`config.mk`:
```
export PLATFORM = sky130hd
export DESIGN_NAME = led_pattern_ctrl
export DESIGN_NICKNAME = d
export VERILOG_FILES = /design/src/rtl/led_pattern_ctrl.sv
export SDC_FILE = /design/constraint.sdc
export NUM_CORES = 1
export LEC_CHECK = 0
export CAP_MARGIN = 15
export CELL_PAD_IN_SITES_DETAIL_PLACEMENT = 2
export CELL_PAD_IN_SITES_GLOBAL_PLACEMENT = 2
export CORE_MARGIN = 2
export CORE_UTILIZATION = 33
export DETAILED_ROUTE_END_ITERATION = 8
export PLACE_DENSITY = 0.92
export SETUP_SLACK_MARGIN = 0.02
export SYNTH_ARGS = -nofsm -noshare
export SYNTH_HDL_FRONTEND = slang
export SYNTH_SLANG_ARGS = --single-unit
```
`constraint.sdc`:
```
create_clock -name clk -period 4.3 [get_ports clk]
set_input_delay 1.075 -clock clk [delete_from_list [all_inputs] [get_ports clk]]
set_output_delay 1.075 -clock clk [all_outputs]
set_load 0.01 [all_outputs]
```
`src/rtl/led_pattern_ctrl.sv`:
```
// -----------------------------------------------------------------------------
// led_pattern_ctrl
//
// LED output peripheral fed by the single-cycle MIPS core's peripheral fields.
// A single command selects a display mode and loads a 16-bit pattern; a
// programmable tick divider then animates the pattern without further
// software involvement.
//
// Modes : 0 STATIC, 1 BLINK, 2 ROT_L, 3 ROT_R
//
// Ports:
//   clk        system clock
//   reset      synchronous, active-high reset
//   cmd_valid  core is executing a peripheral-access instruction this cycle
//   device     target device number (instr[15:11])
//   command    peripheral command code (instr[5:0])
//   data_in    operand from the register file (rt)
//   leds       registered LED drive, 1 = lit
//   mode       current display mode
//   tick       one-cycle pulse at each animation step
//
// Optional build macro:
//   LED_PWM_DIM_EN  adds a 16-step PWM dimmer and command 6'h07 (DIM).
//                   Undefined: 6'h07 is a no-op and leds carry the undimmed
//                   display.
// -----------------------------------------------------------------------------
module led_pattern_ctrl #(
    parameter logic [4:0]        DEVICE_ID    = 5'd1,
    parameter int unsigned       RATE_W       = 24,
    parameter logic [RATE_W-1:0] DEFAULT_RATE = 24'd12_500_000
) (
    input  logic        clk,
    input  logic        reset,
    input  logic        cmd_valid,
    input  logic [4:0]  device,
    input  logic [5:0]  command,
    input  logic [31:0] data_in,
    output logic [15:0] leds,
    output logic [1:0]  mode,
    output logic        tick
);

    // Command codes
    localparam logic [5:0] CMD_NOP   = 6'h00;
    localparam logic [5:0] CMD_SET   = 6'h01;
    localparam logic [5:0] CMD_BLINK = 6'h02;
    localparam logic [5:0] CMD_ROTL  = 6'h03;
    localparam logic [5:0] CMD_ROTR  = 6'h04;
    localparam logic [5:0] CMD_CLEAR = 6'h05;
    localparam logic [5:0] CMD_RATE  = 6'h06;
`ifdef LED_PWM_DIM_EN
    localparam logic [5:0] CMD_DIM   = 6'h07;
`endif

    // Display modes
    localparam logic [1:0] MODE_STATIC = 2'd0;
    localparam logic [1:0] MODE_BLINK  = 2'd1;
    localparam logic [1:0] MODE_ROT_L  = 2'd2;
    localparam logic [1:0] MODE_ROT_R  = 2'd3;

    localparam logic [RATE_W-1:0] RATE_ONE = {{(RATE_W-1){1'b0}}, 1'b1};

    // -------------------------------------------------------------------------
    // State
    // -------------------------------------------------------------------------
    logic [15:0]       pattern_q;
    logic [1:0]        mode_q;
    logic              phase_q;     // blink phase, 1 = on
    logic [RATE_W-1:0] rate_q;
    logic [RATE_W-1:0] div_q;
    logic              tick_q;
    logic [15:0]       leds_q;
`ifdef LED_PWM_DIM_EN
    logic [3:0]        pwm_q;
    logic [3:0]        duty_q;
`endif

    // -------------------------------------------------------------------------
    // Next-state
    // -------------------------------------------------------------------------
    logic              accept;
    logic              div_zero;
    logic              reload;
    logic [RATE_W-1:0] rate_cmd;
    logic [15:0]       pattern_d;
    logic [1:0]        mode_d;
    logic              phase_d;
    logic [RATE_W-1:0] rate_d;
    logic [RATE_W-1:0] div_d;
    logic [15:0]       display_d;
    logic [15:0]       leds_d;
`ifdef LED_PWM_DIM_EN
    logic [3:0]        pwm_d;
    logic [3:0]        duty_d;
`endif

    // Bits of data_in above the rate field are never needed.
    logic unused_data;
    assign unused_data = ^data_in[31:RATE_W];

    always_comb begin
        accept    = cmd_valid && (device == DEVICE_ID);
        div_zero  = (div_q == '0);
        rate_cmd  = (data_in[RATE_W-1:0] == '0) ? RATE_ONE : data_in[RATE_W-1:0];

        reload    = 1'b0;
        pattern_d = pattern_q;
        mode_d    = mode_q;
        phase_d   = phase_q;
        rate_d    = rate_q;
`ifdef LED_PWM_DIM_EN
        duty_d    = duty_q;
`endif

        if (accept) begin
            // Any accepted command suppresses the animation step of a
            // coinciding tick; the tick pulse itself is unaffected.
            case (command)
                CMD_NOP: ;
                CMD_SET: begin
                    pattern_d = data_in[15:0];
                    mode_d    = MODE_STATIC;
                    reload    = 1'b1;
                end
                CMD_BLINK: begin
                    pattern_d = data_in[15:0];
                    mode_d    = MODE_BLINK;
                    phase_d   = 1'b1;
                    reload    = 1'b1;
                end
                CMD_ROTL: begin
                    pattern_d = data_in[15:0];
                    mode_d    = MODE_ROT_L;
                    reload    = 1'b1;
                end
                CMD_ROTR: begin
                    pattern_d = data_in[15:0];
                    mode_d    = MODE_ROT_R;
                    reload    = 1'b1;
                end
                CMD_CLEAR: begin
                    pattern_d = '0;
                    mode_d    = MODE_STATIC;
                    reload    = 1'b1;
                end
                CMD_RATE: begin
                    rate_d = rate_cmd;
                    reload = 1'b1;
                end
`ifdef LED_PWM_DIM_EN
                CMD_DIM: duty_d = data_in[3:0];
`endif
                default: ;
            endcase
        end else if (div_zero) begin
            case (mode_q)
                MODE_BLINK: phase_d   = ~phase_q;
                MODE_ROT_L: pattern_d = {pattern_q[14:0], pattern_q[15]};
                MODE_ROT_R: pattern_d = {pattern_q[0], pattern_q[15:1]};
                default: ;
            endcase
        end

        // A reload uses the post-command rate, so RATE takes effect at once.
        if (reload) begin
            div_d = rate_d - RATE_ONE;
        end else if (div_zero) begin
            div_d = rate_q - RATE_ONE;
        end else begin
            div_d = div_q - RATE_ONE;
        end

        display_d = (mode_d == MODE_BLINK && !phase_d) ? '0 : pattern_d;

`ifdef LED_PWM_DIM_EN
        pwm_d  = pwm_q + 4'd1;
        leds_d = display_d & {16{pwm_d <= duty_d}};
`else
        leds_d = display_d;
`endif
    end

    // -------------------------------------------------------------------------
    // Registers
    // -------------------------------------------------------------------------
    always_ff @(posedge clk) begin
        if (reset) begin
            pattern_q <= '0;
            mode_q    <= MODE_STATIC;
            phase_q   <= 1'b1;
            rate_q    <= DEFAULT_RATE;
            div_q     <= DEFAULT_RATE - RATE_ONE;
            tick_q    <= 1'b0;
            leds_q    <= '0;
`ifdef LED_PWM_DIM_EN
            pwm_q     <= '0;
            duty_q    <= '1;
`endif
        end else begin
            pattern_q <= pattern_d;
            mode_q    <= mode_d;
            phase_q   <= phase_d;
            rate_q    <= rate_d;
            div_q     <= div_d;
            tick_q    <= div_zero;
            leds_q    <= leds_d;
`ifdef LED_PWM_DIM_EN
            pwm_q     <= pwm_d;
            duty_q    <= duty_d;
`endif
        end
    end

    assign leds = leds_q;
    assign mode = mode_q;
    assign tick = tick_q;

endmodule

```
Word level (Yosys, flattened, before mapping)
Cells that the tools add are included.
{"block": "totals", "output_inout_bits": 19, "reg_bits": 84, "elab_cells": 48, "inputBits": 46}
{"block": "classes", "n_reduce_logical": 9, "bitwise": 1, "n_addsub": 3, "n_eq_ne": 11, "mux": 17}
{"op": "$mux W24", "n": 5}
{"op": "$sub A24 B1 Y24 const B", "n": 3}
{"op": "$pmux W16 S2", "n": 2}
{"op": "$logic_not A24 Y1", "n": 2}
{"op": "$mux W16", "n": 2}
{"op": "$eq A6 B3 Y1 const B", "n": 3}
{"op": "$eq A6 B2 Y1 const B", "n": 2}
{"op": "$pmux W2 S4", "n": 1}
{"op": "$eq A6 B1 Y1 const B", "n": 1}
{"op": "$mux W1", "n": 6}
{"op": "$reduce_or A6 Y1", "n": 1}
{"op": "$eq A5 B1 Y1 const B", "n": 1}
{"op": "$eq A2 B1 Y1 const B", "n": 2}
{"op": "$eq A2 B2 Y1 const B", "n": 2}
{"op": "$reduce_or A2 Y1", "n": 2}
{"op": "$reduce_or A4 Y1", "n": 1}
{"op": "$logic_and A1 B1 Y1", "n": 2}
{"op": "$mux W2", "n": 1}
{"op": "$logic_not A1 Y1", "n": 1}
{"op": "$not A1 Y1", "n": 1}

Longest topological paths before layout
Gate-level depths: netlist of the first run.
{"block": "logic_depth", "ltp_word": 7, "depth_mapped": 15, "mapped_depth_nobuf": 10}

Worst setup path after synthesis of the first run
Ideal clock, no wire load.
{"block": "synth_timing", "path_kind": "input-to-reg", "startpoint": "input port command[2]", "endpoint": "register div_q[23]", "arrival_ps": 3607, "n_path_buf": 3, "path_slack_ps": 570, "setup_time_ps": 123, "stages": 11, "t_required_ps": 4177, "path_cell_list": "buf_2 and3b_1 buf_2 and4_1 buf_2 a21boi_0 a221o_1 or4_4 nor4b_4 nand4_1 mux2_1"}
{"block": "synth_via", "elab_chain_len": 5, "word_cells_on_any_way": 13, "cone_classes": "1 x add/sub; 6 x eq/ne; 5 x mux; 1 x reduce/logical"}
{"element": "start, declared", "line_no": "36", "source": "input logic [5:0] command,"}
{"element": "$eq A6 B3 Y1 (tied with other cells)", "line_no": "118", "source": "case (command)"}
{"element": "$mux W24 or $reduce_or A6 Y1 (tied branches)"}
{"element": "$mux W24 or $mux W1 (tied branches)", "line_no": "115, 118"}
{"element": "$sub A24 B1 Y24 or $mux W1 (tied branches)", "line_no": "166, 115"}
{"element": "$mux W24 *", "line_no": "165", "source": "if (reload) begin"}
{"element": "end signal, assigned", "line_no": "192", "source": "div_q <= DEFAULT_RATE - RATE_ONE;"}
{"element": "end signal, assigned", "line_no": "204", "source": "div_q <= div_d;"}
{"element": "end, declared", "line_no": "70", "source": "logic [RATE_W-1:0] div_q;"}
Every way passes the cells marked *; elsewhere a longest branch is shown, timed or not.
A chain may end at the register's enable or synchronous reset.

Worst setup path in the final report of the first run
{"block": "layout_timing", "startpoint": "input port device[3]", "endpoint": "register div_q[19]"}
{"block": "layout_via", "elab_chain_len": 5, "word_cells_on_any_way": 6, "cone_classes": "1 x add/sub; 1 x eq/ne; 3 x mux; 1 x reduce/logical"}
{"element": "start, declared", "line_no": "35", "source": "input logic [4:0] device,"}
{"element": "$eq A5 B1 Y1 *", "line_no": "102", "source": "accept = cmd_valid && (device == DEVICE_ID);"}
{"element": "$logic_and A1 B1 Y1 *", "line_no": "102"}
{"element": "$mux W24", "line_no": "115", "source": "if (accept) begin"}
{"element": "$sub A24 B1 Y24", "line_no": "166", "source": "div_d = rate_d - RATE_ONE;"}
{"element": "$mux W24 *", "line_no": "165"}
Marks and branches as above.

==> metrics, run 1 <==
CP max FO 7; syn avg cell area 8.415 um2; final wirelength 19410 um; dpl cells 767; Worst Hold Depth 2; worst-margin pin slew 0.8632 ns; n_diodes 0; final setup fails 0; clk_lat worst skew 0.36 ns; Worst Reg-to-Reg Cells 8; Initial Util 33.63%; die extent in y 119.7 um; post-CTS setup buffer count 0; Hold WS 0.4683 ns; gpl congestion 0.8921; CP Data Required Time 4.49 ns; dpl hpwl 13500 um; Final Hold Fails 0; FF+latch count, synth 84; Flop pwr share 44.1%; hold buffer count at cts 0; Top FF cell, synth dfxtp_1; Setup CP Type input pin to flop; pre-CTS setup slack -0.1306 ns; P&R area growth vs syn 29.40%; fin worst setup slack 0.1346 ns; Rel. slew slack 42.39%; RSZ-0062 raised after global routing no; initial antenna violation count 1; Final Critical Period 4.165 ns; reg2reg start div_q[22]$_SDFF_PP0_; maxcap violations 0; Non-Filler Instances 782; setup TNS 0 ns; clock tree buffer depth 2; pin count of the biggest net entering global routing 42; Leak Pwr 0.002215 uW; DIE AREA 14330 um2; Int Pwr 1374 uW; initial DRC count 189; Total GRT Usage 27.64%; Vias per Instance 5.977; share of cells above drive strength 1 14.85%; buffers added on ports 56; I/O Pins 65; CP arrival 4.36 ns; root buf cell clkbuf_16; R2R setup slack 0.70 ns; Ys Warns 0; Max Slew Vio Count 0; antenna violation net count after detailed routing 0; CP endpoint kind flop; Core Region 13140 um2; row count 42; final period utilization 96.87%; CTS tree done; Synth async-reset ratio 0%; clock sinks 84; # nets final 649; Mapped Cells 525; Seq/Total Area, Yosys 38.06%; sw frac 22.71%; r2r endpoint div_q[19]$_SDFF_PP1_; worst hold path type flop to flop; gr ovfl total 0; H-tree depth 3; hold path startpoint rate_q[23]$_SDFF_PP1_; Synth cell types 71; Peak supply drop 0.1511 mV; first-pass GRT wire length 30180 um; Combinational Power Share 6.9%; Startpoint Class input pin; CTS resizes 0; TritonCTS Buffers 9; synthesized area 4418 um2; WL per Instance 24.82 um; number of flops mapped to enable cells by yosys 0; Net Switching 403.7 uW; syn nets 572; Pwr Density 311.0 nW/um2; Clk pwr share 49.0%; Clock Skew 0.007607 ns; Die Wd 119.7 um; Pre-Repair DR Iteration Count 4; Achievable Freq 0.2401 GHz; hold endpoint rate_q[23]$_SDFF_PP1_; outcome finished clean; drc violations 0; CTS clk-pin slew, worst paths 0.06 ns; vias in the first global route 5361; Vias 4674
## registers in the layout, summed over array words and instances, names as in the netlist
name	flops
tick	1
leds	16
div_q	24
mode	2
rate_q	24
phase_q	1
pattern_q	16
## final cells by class
| class | instances | area (um2) |
|---|---|---|
| Clock buffer | 11 | 252.7 |
| Clock inverter | 4 | 72.57 |
| Fill cell | 1458 | 7421 |
| Inverter | 11 | 41.29 |
| Multi-Input combinational cell | 388 | 2485 |
| Sequential cell | 84 | 1682 |
| Tap cell | 176 | 220.2 |
| Timing Repair Buffer | 108 | 963.4 |
## placed cells by master, fill, tap and decap left out, drive strengths merged, types with 5 or more instances in the layout
master	instances
clkdlybuf4s50	56
a211oi	19
a2111oi	16
nor2b	35
nor4	13
or3	6
nor3	12
a21oi	54
nand3	11
o22ai	7
nand4	8
dfxtp	84
xnor2	6
and3	7
clkbuf	11
mux2i	5
buf	52
nor2	37
nand2	46
a221oi	8
inv	11
and2	5
o21ai	19
## metal layers
layer / track usage, % / vias to the layer above / part of all wire [%]
met5: 0 / - / 0
met4: 16.10 / 0 / 4.8
met3: 6.131 / 59 / 5.2
met2: 48.86 / 159 / 51
met1: 30.31 / 2358 / 39
li1: - / 2098 / -
## kinds of logic after synthesis
group / share of synthesized area (%)
flops: 38.06
fa+ha+maj: 0.2832
xor+xnor: 1.982
buf+inv: 5.692
simple gates: 27.02
mux: 1.388
compound gates: 25.57
## worst max-delay path, cell delays in order
cell	delay (ns)
clkdlybuf4s50_1	0.48
nor4b_4	0.32
buf_4	0.20
nand4_2	0.12
a311oi_1	0.49
o22ai_1	0.20
buf_4	0.18
nor3_2	0.33
or4b_4	0.56
nor4_1	0.29
o21ai_1	0.11
## power by group through the flow
stage	registers (uW)	logic (uW)	clock network, uW
2_1_floorplan	799	40.3	0
3_3_place_gp	800	113	0
3_5_place_dp	801	120	0
4_1_cts	783	122	884
5_1_grt	783	130	912
6_report	783	123	872
## cell usage after synthesis (3+ instances only)
master,count,share of area (%)
nor3_2,3,0.68
mux2i_1,5,1.1
a21oi_1,53,6.0
or3_1,6,0.85
nand2_1,45,3.8
nand3_1,11,1.2
o21a_1,3,0.51
or4_4,3,0.76
buf_6,4,1.0
nor2b_1,35,5.0
o211ai_1,3,0.51
a2111oi_0,16,3.2
nor2_1,36,3.1
a221oi_1,8,1.6
and3b_1,3,0.59
o21ai_0,17,1.9
a221o_1,3,0.68
nand4_1,7,0.99
a311oi_1,3,0.59
clkbuf_1,24,2.0
and4_1,4,0.79
or2_2,3,0.42
inv_1,11,0.93
and3_1,7,0.99
buf_2,11,1.2
a311o_1,3,0.68
nor3_1,9,1.0
nor4_1,13,1.8
a41oi_1,3,0.59
o22a_1,3,0.59
xor2_1,4,0.79
and2_1,4,0.57
nand2b_1,3,0.42
a211oi_1,19,3.2
xnor2_1,6,1.2
o22ai_1,7,0.99
dfxtp_1,84,38
## worst max-delay path by stage
stage                                 to  slack, ns  startpoint  depth (start not counted)
floorplan           div_q[23]$_SDFF_PP1_       0.57  command[2]                         11
global placement    div_q[23]$_SDFF_PP1_       0.04   device[1]                         10
detailed placement  div_q[23]$_SDFF_PP1_      -0.13   device[3]                         10
CTS                 div_q[23]$_SDFF_PP1_       0.21   device[1]                         10
global route        div_q[23]$_SDFF_PP1_       0.07   device[3]                         10
finish              div_q[19]$_SDFF_PP1_       0.13   device[3]                         11
## per-stage QoR
step / total power [uW] / cell area (um2) / utilization [%]
6_report: 1778 / 5717 / 43.51
2_1_floorplan: 839.8 / 4418 / -
3_3_place_gp: 913.0 / 5391 / 41.04
4_1_cts: 1790 / 5717 / 43.51
5_1_grt: 1824 / 5717 / 43.51
3_5_place_dp: 920.7 / 5391 / 41.04
Power figures use the tool's default switching activity.
==> inputs of run 2 (changes only) <==
--- a/config.mk
+++ b/config.mk
@@ -10,9 +10,11 @@
 export CELL_PAD_IN_SITES_GLOBAL_PLACEMENT = 2
 export CORE_MARGIN = 2
 export CORE_UTILIZATION = 33
+export CTS_BUF_LIST = sky130_fd_sc_hd__clkbuf_16
 export DETAILED_ROUTE_END_ITERATION = 8
 export PLACE_DENSITY = 0.92
 export SETUP_SLACK_MARGIN = 0.02
 export SYNTH_ARGS = -nofsm -noshare
 export SYNTH_HDL_FRONTEND = slang
 export SYNTH_SLANG_ARGS = --single-unit
+export TNS_END_PERCENT = 5
==> metrics, run 2 (synthesis gave the netlist of run 1 again) <==
outcome finished clean; CP max FO 7 (unchanged); most common cell after layout, fill and taps aside dfxtp_1; maxcap violations 0 (unchanged); setup TNS 0 ns (unchanged); initial DRC count 287 (+52%); clock sinks 84 (unchanged); CTS clk-pin slew, worst paths 0.06 ns (about the same); WL per Instance 25.39 um (+2.3%); Combinational Power Share 7.1% (+0.2 points); gpl congestion 0.8921 (unchanged); CP Data Required Time 4.50 ns (about the same); Core Region 13140 um2 (unchanged); n_diodes 0 (unchanged); Pwr Density 306.2 nW/um2 (-1.5%); most frequent cells in the layout 84 x dfxtp_1, 56 x clkdlybuf4s50_1, 53 x a21oi_1, 51 x buf_4, 45 x nand2_1; CP endpoint kind flop; Hold WS 0.4701 ns (+0.001798 ns); sw frac 23.27% (+0.56 points); largest registers div_q: 24 flops, rate_q: 24 flops; Total GRT Usage 28.16% (+0.52 points); final wirelength 19860 um (+2.3%); Leak Pwr 0.002204 uW (-0.51%); die extent in y 119.7 um (unchanged); clk_lat worst skew 0.36 ns (about the same); share of cells above drive strength 1 14.52% (-0.33 points); Startpoint Class input pin; P&R area growth vs syn 28.94%; Final Critical Period 4.162 ns (-0.003369 ns); Setup CP Type input pin to flop; worst-margin pin slew 0.8669 ns (+0.003730 ns); H-tree depth 3 (unchanged); row count 42 (unchanged); Max Slew Vio Count 0 (unchanged); Flop pwr share 44.9% (+0.8 points); pin count of the biggest net entering global routing 42 (unchanged); Clock Skew 0.008742 ns (+0.001135 ns); Int Pwr 1338 uW (-2.6%); first-pass GRT wire length 30790 um (+2.0%); Vias 4702 (+0.60%); fin worst setup slack 0.1380 ns (+0.003369 ns); clock tree buffer depth 2 (unchanged); Vias per Instance 6.013 (+0.60%); Die Wd 119.7 um (unchanged); # nets final 649 (unchanged); RSZ-0062 raised after global routing no; vias in the first global route 5316 (-0.84%); Pre-Repair DR Iteration Count 4 (unchanged); dpl hpwl 13500 um (unchanged); final period utilization 96.79% (about the same); root buf cell clkbuf_16; final setup fails 0 (unchanged); Peak supply drop 0.1524 mV (+0.88%); CTS resizes 0 (unchanged); CTS tree done; Achievable Freq 0.2403 GHz (about the same); Net Switching 405.9 uW (+0.55%); gr ovfl total 0 (unchanged); worst hold path type flop to flop; drc violations 0 (unchanged); Clk pwr share 47.9% (-1.1 points); buffers added on ports 56 (unchanged); pre-CTS setup slack -0.1306 ns (unchanged); DIE AREA 14330 um2 (unchanged); initial antenna violation count 0 (-1); Rel. slew slack 42.14% (-0.25 points); Final Hold Fails 0 (unchanged); Initial Util 33.63% (unchanged); TritonCTS Buffers 9 (unchanged); post-CTS setup buffer count 0 (unchanged); CP arrival 4.36 ns (about the same); antenna violation net count after detailed routing 0 (unchanged); hold buffer count at cts 0 (unchanged); I/O Pins 65 (unchanged)
[run 2: through the flow]
| step | utilization (%) | cells | instance area (um2) | total power, uW |
|---|---|---|---|---|
| 2_1_floorplan | - | 525 | 4418 | 839.8 |
| 3_3_place_gp | 41.04 | 767 | 5391 | 913.0 |
| 3_5_place_dp | 41.04 | 767 | 5391 | 920.7 |
| 4_1_cts | 43.36 | 782 | 5697 | 1753 |
| 5_1_grt | 43.36 | 782 | 5697 | 1784 |
| 6_report | 43.36 | 782 | 5697 | 1744 |
[run 2: critical path: stages]
cell,delay [ns]
clkdlybuf4s50_1,0.47
nor4b_4,0.33
buf_4,0.20
nand4_2,0.13
a311oi_1,0.50
o22ai_1,0.22
buf_4,0.19
nor3_2,0.36
or4b_4,0.56
nor4_1,0.23
o21ai_1,0.10
[run 2: power by group through the flow]
stage               Combinational [uW]  Sequential, uW  Clock, uW
floorplan                         40.3             799          0
global placement                   113             800          0
detailed placement                 120             801          0
CTS                                123             783        847
global route                       130             783        870
finish                             125             783        836
[run 2: path summary, 6_finish.rpt]
check | to | cells past startpoint | startpoint | slack (ns)
setup / recovery | div_q[19]$_SDFF_PP1_ | 11 | device[1] | 0.14
hold / removal | rate_q[23]$_SDFF_PP1_ | 2 | rate_q[23]$_SDFF_PP1_ | 0.47
setup reg to reg | div_q[23]$_SDFF_PP1_ | 9 | div_q[23]$_SDFF_PP1_ | 0.70
hold reg to reg | rate_q[23]$_SDFF_PP1_ | 2 | rate_q[23]$_SDFF_PP1_ | 0.47
[run 2: metal layers]
metal | GRT usage (%) | routed length, um
met5 | 0 | 0
met4 | 15.15 | 867
met3 | 5.133 | 708
met2 | 50.50 | 10370
met1 | 31.47 | 7910
[run 2: cell type report]
cell class / instances / area (um2)
Fill cell: 1449 / 7441
Timing Repair Buffer: 108 / 963.4
Multi-Input combinational cell: 388 / 2485
Inverter: 11 / 41.29
Tap cell: 176 / 220.2
Sequential cell: 84 / 1682
Clock inverter: 6 / 80.08
Clock buffer: 9 / 225.2
